--- src/rtl/inst_window_pkg.sv ---
// Shared types and RiSC-16 opcode constants for the instruction window and the core benches.
package inst_window_pkg;

    localparam int WORD_LEN = 16;

    typedef struct packed {
        logic [WORD_LEN-1:0] inst;
        logic [WORD_LEN-1:0] pc;
    } entry_t;

    localparam logic [2:0] ADD  = 3'd0;
    localparam logic [2:0] ADDI = 3'd1;
    localparam logic [2:0] NAND = 3'd2;
    localparam logic [2:0] LUI  = 3'd3;
    localparam logic [2:0] SW   = 3'd4;
    localparam logic [2:0] LW   = 3'd5;
    localparam logic [2:0] BEQ  = 3'd6;
    localparam logic [2:0] JALR = 3'd7;

endpackage

--- src/rtl/inst_window_chk.sv ---
// Commit-time PC comparator with a sticky error flag and a saturating mismatch counter.
module inst_window_chk #(
    parameter int p_WORD_LEN = 16
) (
    input  logic                  i_clk,
    input  logic                  i_rst,
    input  logic                  i_check,
    input  logic [p_WORD_LEN-1:0] i_commit_pc,
    input  logic [p_WORD_LEN-1:0] i_head_pc,
    output logic                  o_err_pc,
    output logic [15:0]           o_mismatch_cnt
);

    logic        r_err_pc;
    logic [15:0] r_mismatch_cnt;
    logic        w_mismatch;

    assign w_mismatch = i_check && (i_commit_pc != i_head_pc);

    always_ff @(posedge i_clk) begin
        if (i_rst) begin
            r_err_pc       <= 1'b0;
            r_mismatch_cnt <= '0;
        end else if (w_mismatch) begin
            r_err_pc <= 1'b1;
            if (r_mismatch_cnt != 16'hFFFF) begin
                r_mismatch_cnt <= r_mismatch_cnt + 16'd1;
            end
        end
    end

    assign o_err_pc       = r_err_pc;
    assign o_mismatch_cnt = r_mismatch_cnt;

endmodule

--- src/rtl/inst_window.sv ---
// In-order instruction window: circular buffer with commit, squash and push applied in that order.
// Optional commit PC checking is built when INST_WINDOW_PC_CHECK_EN is defined.
module inst_window
    import inst_window_pkg::*;
#(
    parameter int p_WORD_LEN = 16,
    parameter int p_DEPTH    = 8,
    parameter int p_CNT_LEN  = $clog2(p_DEPTH) + 1
) (
    input  logic                  i_clk,
    input  logic                  i_rst,
    input  logic                  i_push,
    input  logic [p_WORD_LEN-1:0] i_push_inst,
    input  logic [p_WORD_LEN-1:0] i_push_pc,
    input  logic                  i_commit,
    input  logic [p_WORD_LEN-1:0] i_commit_pc,
    input  logic                  i_squash,
    input  logic [p_CNT_LEN-1:0]  i_squash_cnt,
    output logic                  o_head_valid,
    output logic [p_WORD_LEN-1:0] o_head_inst,
    output logic [p_WORD_LEN-1:0] o_head_pc,
    output logic [p_CNT_LEN-1:0]  o_count,
    output logic                  o_full,
    output logic                  o_empty,
    output logic                  o_err_ovf,
    output logic                  o_err_unf,
    output logic                  o_err_squash,
    output logic                  o_err_pc,
    output logic [15:0]           o_pc_mismatch_cnt
);

    localparam int c_PTR_LEN = $clog2(p_DEPTH);
    localparam logic [p_CNT_LEN-1:0] c_DEPTH_CNT = p_CNT_LEN'(p_DEPTH);

    // Same layout as entry_t, but sized by the instance's word length.
    typedef struct packed {
        logic [p_WORD_LEN-1:0] inst;
        logic [p_WORD_LEN-1:0] pc;
    } slot_t;

    slot_t                r_mem [p_DEPTH];
    logic [c_PTR_LEN-1:0] r_rd_ptr;
    logic [c_PTR_LEN-1:0] r_wr_ptr;
    logic [p_CNT_LEN-1:0] r_count;
    logic                 r_err_ovf;
    logic                 r_err_unf;
    logic                 r_err_squash;

    logic                 w_commit_ok;
    logic [p_CNT_LEN-1:0] w_cnt_commit;
    logic                 w_squash_over;
    logic [p_CNT_LEN-1:0] w_squash_k;
    logic [p_CNT_LEN-1:0] w_cnt_squash;
    logic                 w_push_ok;
    logic [c_PTR_LEN-1:0] w_wr_squash;
    slot_t                w_head;

    always_comb begin
        w_commit_ok   = i_commit && (r_count != '0);
        w_cnt_commit  = r_count - p_CNT_LEN'(w_commit_ok);
        w_squash_over = i_squash && (i_squash_cnt > w_cnt_commit);
        w_squash_k    = '0;
        if (i_squash) begin
            w_squash_k = w_squash_over ? w_cnt_commit : i_squash_cnt;
        end
        w_cnt_squash  = w_cnt_commit - w_squash_k;
        w_push_ok     = i_push && (w_cnt_squash < c_DEPTH_CNT);
        // Dropping all p_DEPTH entries leaves the pointer where it was, which the truncation gives.
        w_wr_squash   = r_wr_ptr - w_squash_k[c_PTR_LEN-1:0];
    end

    always_ff @(posedge i_clk) begin
        if (i_rst) begin
            r_rd_ptr     <= '0;
            r_wr_ptr     <= '0;
            r_count      <= '0;
            r_err_ovf    <= 1'b0;
            r_err_unf    <= 1'b0;
            r_err_squash <= 1'b0;
        end else begin
            r_rd_ptr <= r_rd_ptr + c_PTR_LEN'(w_commit_ok);
            r_wr_ptr <= w_wr_squash + c_PTR_LEN'(w_push_ok);
            r_count  <= w_cnt_squash + p_CNT_LEN'(w_push_ok);
            if (i_push && !w_push_ok) begin
                r_err_ovf <= 1'b1;
            end
            if (i_commit && !w_commit_ok) begin
                r_err_unf <= 1'b1;
            end
            if (w_squash_over) begin
                r_err_squash <= 1'b1;
            end
        end
    end

    always_ff @(posedge i_clk) begin
        if (!i_rst && w_push_ok) begin
            r_mem[w_wr_squash] <= '{inst: i_push_inst, pc: i_push_pc};
        end
    end

    assign w_head       = r_mem[r_rd_ptr];
    assign o_head_valid = (r_count != '0);
    assign o_head_inst  = o_head_valid ? w_head.inst : '0;
    assign o_head_pc    = o_head_valid ? w_head.pc : '0;
    assign o_count      = r_count;
    assign o_full       = (r_count == c_DEPTH_CNT);
    assign o_empty      = (r_count == '0);
    assign o_err_ovf    = r_err_ovf;
    assign o_err_unf    = r_err_unf;
    assign o_err_squash = r_err_squash;

`ifdef INST_WINDOW_PC_CHECK_EN
    inst_window_chk #(
        .p_WORD_LEN (p_WORD_LEN)
    ) u_chk (
        .i_clk          (i_clk),
        .i_rst          (i_rst),
        .i_check        (w_commit_ok),
        .i_commit_pc    (i_commit_pc),
        .i_head_pc      (o_head_pc),
        .o_err_pc       (o_err_pc),
        .o_mismatch_cnt (o_pc_mismatch_cnt)
    );
`else
    logic w_unused_commit_pc;
    assign w_unused_commit_pc = ^i_commit_pc;
    assign o_err_pc           = 1'b0;
    assign o_pc_mismatch_cnt  = '0;
`endif

endmodule

--- config.mk ---
export PLATFORM = sky130hd
export DESIGN_NAME = inst_window
export DESIGN_NICKNAME = d
export VERILOG_FILES = /design/src/rtl/inst_window_pkg.sv /design/src/rtl/inst_window_chk.sv /design/src/rtl/inst_window.sv
export SDC_FILE = /design/constraint.sdc
export NUM_CORES = 1
export LEC_CHECK = 0
export ABC_CLOCK_PERIOD_IN_PS = 9050
export CORE_ASPECT_RATIO = 0.7
export CORE_MARGIN = 3
export CORE_UTILIZATION = 25
export DETAILED_ROUTE_END_ITERATION = 8
export SLEW_MARGIN = 5
export SYNTH_ARGS = -nofsm -noshare
export SYNTH_HDL_FRONTEND = slang
export SYNTH_SLANG_ARGS = --single-unit
--- constraint.sdc ---
create_clock -name i_clk -period 9.05 [get_ports i_clk]
set_input_delay 1.81 -clock i_clk [delete_from_list [all_inputs] [get_ports i_clk]]
set_output_delay 1.81 -clock i_clk [all_outputs]
set_load 0.05 [all_outputs]
==> out/qor.csv <==
metric,value,unit
CTS max path bufs,3,
"Slew Viols, Final",0,
post-synth top area share,70.4,%
gr usage total,10.3,%
synth top area cells,"edfxtp_1, mux4_2, mux2i_1, dfxtp_1, ha_1",
fin nets,724,
crit share post-route,77.2,%
vias in the first global route,5598,
worst vdd ir,0.190,mV
f_max,143,MHz
Die Wd,256,um
Layout area overhead,21.2,%
PortBufs,82,
Die H,181,um
grt ovf,0,
placed inst area,0.0125,mm^2
area of the multi-input gates,0.00282,mm^2
Lkg Pwr,0.00410,uW
# IOs,116,
drt wl/cell,18.9,um
CTS resizes,0,
startpoint types,primary input,
global-route wire length before repair,36200,um
mean post-synth cell area,19.9,um^2
Slew @ Worst Pin,1030,ps
H-Tree Depth,1,
# diodes,0,
largest net degree at the start of global routing,66,
final WL,23600,um
register area,0.00796,mm^2
arrival time worst endpoint,7200,ps
setup repair bufs after CTS,0,
share of layout cells above drive strength 1,19.7,%
status,"finished, final reports clean",
relative slew slack,31.3,%
clock root cell,clkbuf_16,
placed insts,1207,
Pre-antenna DRT Iters,4,
Clock Sinks,269,
via count,5176,
Clock transition at path regs,60,ps
Final Hold Slack,468,ps
Crit Path Class,in -> reg,
Min-Delay Path Class,reg -> reg,
minimum clock period,6980,ps
final setup fails,0,
Design Power,4370,uW
Yosys top cell by area,edfxtp_1,
max cap viols,0,
DRT iter0 DRCs,348,
# DRC,0,
num rows,63,
final instance area,0.0132,mm^2
clk_lat worst skew,530,ps
Finished Layout Cells,1249,
Setup TNS,0,ps
sequential area share after synthesis,72.8,%
initial antenna violation count,2,
core box area,0.0427,mm^2
Initial Util,25.6,%
Final GP Congestion,0.703,
Synth cell types,46,
RSZ-0062 raised after global routing,no,
Die ar.,0.0463,mm^2
critical path required time,9260,ps
Crit. End Element,flop,
Syn. warnings,0,
HPWL Detailed,14200,um
fillers,4149,
Power Density,330,mW/mm^2
Post-Syn Area,0.0109,mm^2
"Max FO, Critical Path",20,
CTS tree,yes,
Yosys reg bits,269,
vias per cell,4.14,
Hold Fails Final Rpt,0,
CTS Buf Count,26,
cts hold-fix bufs,0,
Post-DRT Antenna Nets,0,
Mapped Cells,549,
Clock Skew,10.6,ps
==> layer usage <==
metal,global-route usage [%],share of wire (%),vias up
li1,-,-,2360
met5,0,0.13,-
met3,2.51,4.4,39
met4,1.75,1.6,4
met2,16.3,46,96
met1,14.6,48,2677
==> where the power goes <==
group / internal (uW) / total [uW] / leakage [uW] / switching [uW]
Sequential: 1560 / 1670 / 0.00242 / 105
Combinational: 691 / 1730 / 0.00132 / 1040
Clock: 538 / 972 / 0.000360 / 434
==> through the flow <==
stage	utilization (%)	setup WS, ps
3_5_place_dp	29.3	1470
4_1_cts	31.0	2020
2_1_floorplan	-	1420
3_3_place_gp	29.3	1570
5_1_grt	31.0	1730
6_report	31.0	2070
==> kinds of logic (layout without fill, tap and decap cells) <==
kind of cell / count (synthesis) / after routing / synth area share, %
buffers and inverters: 54 / 153 / 2.51
adder cells (fa/ha/maj): 18 / 18 / 2.18
AO/OA/AOI/OAI: 14 / 14 / 1.12
flip-flops: 269 / 269 / 72.8
other: 1 / 17 / 0.0343
multiplexers: 101 / 101 / 16.6
AND/OR/NAND/NOR: 82 / 82 / 3.94
XOR/XNOR: 10 / 10 / 0.802
==> worst max-delay path, cell delays in order <==
cell	delay (ps)
clkdlybuf4s50_1	470
nor2b_1	350
ha_1	250
ha_1	280
ha_1	330
nor2b_1	160
o21ai_0	150
a32oi_1	70
maj3_1	420
mux2i_1	150
and2_1	170
ha_1	150
inv_1	40
fa_1	360
xor2_1	190
or2_1	240
o221ai_4	420
nor2b_4	760
buf_4	380
==> flip-flops by register name, summed over array words and instances (netlist names) <==
name          count
o_count           4
o_err_ovf         1
o_err_squash      1
o_err_unf         1
r_mem           256
r_rd_ptr          3
r_wr_ptr          3
==> cell usage after synthesis (all sizes together) <==
master / n
nor2b: 14
a31oi: 1
a21o: 2
nand2b: 1
o211a: 1
fa: 2
a32oi: 1
a21oi: 4
or2: 1
nor4: 1
nand2: 4
nand3b: 1
o21ba: 1
and2: 3
xnor2: 7
mux2: 2
ha: 15
nor4b: 1
nor3b: 2
edfxtp: 256
nor2: 43
buf: 26
inv: 14
and4: 1
xor2: 3
nand4b: 2
maj3: 1
and3: 1
nand3: 3
o21ai: 1
dfxtp: 13
or3: 2
mux4: 64
clkbuf: 14
mux2i: 35
conb: 1
nor3: 1
o211ai: 2
nand4: 1
o221ai: 1
==> path summary, 6_finish.rpt <==
kind	from	cells past startpoint	end	slack, ps
worst max-delay path	i_commit	19	r_mem[5][4]	2070
worst min-delay path	o_err_squash	2	o_err_squash	470
worst max register to register	o_count[2]	20	r_mem[5][4]	2720
worst min register to register	o_err_squash	2	o_err_squash	470
==> layout make-up <==
cell class                      count  share of cell area [%]
Tap cell                          585                    5.53
Multi-Input combinational cell    242                    21.3
Clock buffer                       33                    5.27
Timing Repair Buffer               97                    7.05
Sequential cell                   269                    60.1
Clock inverter                      9                   0.312
Inverter                           14                   0.397
==> placed cells by master, fill, tap and decap left out, types with 2 or more instances in the layout <==
cell type,count
a21o_1,2
nor2b_1,11
a21oi_1,4
and2_1,3
fa_1,2
clkdlybuf4s50_1,82
nand4b_1,2
dfxtp_4,2
nor2b_4,3
nor3b_4,2
o211ai_1,2
ha_1,15
xor2_1,3
clkinv_1,5
nand2_1,4
clkinv_2,3
mux4_2,64
buf_4,15
inv_1,13
xnor2_1,7
clkbuf_1,6
dfxtp_1,10
mux2i_1,35
clkbuf_16,27
nand3_1,3
conb_1,17
edfxtp_1,256
nor2_1,40
nor2_4,3
Note: power is estimated with default switching activity, not from simulation.
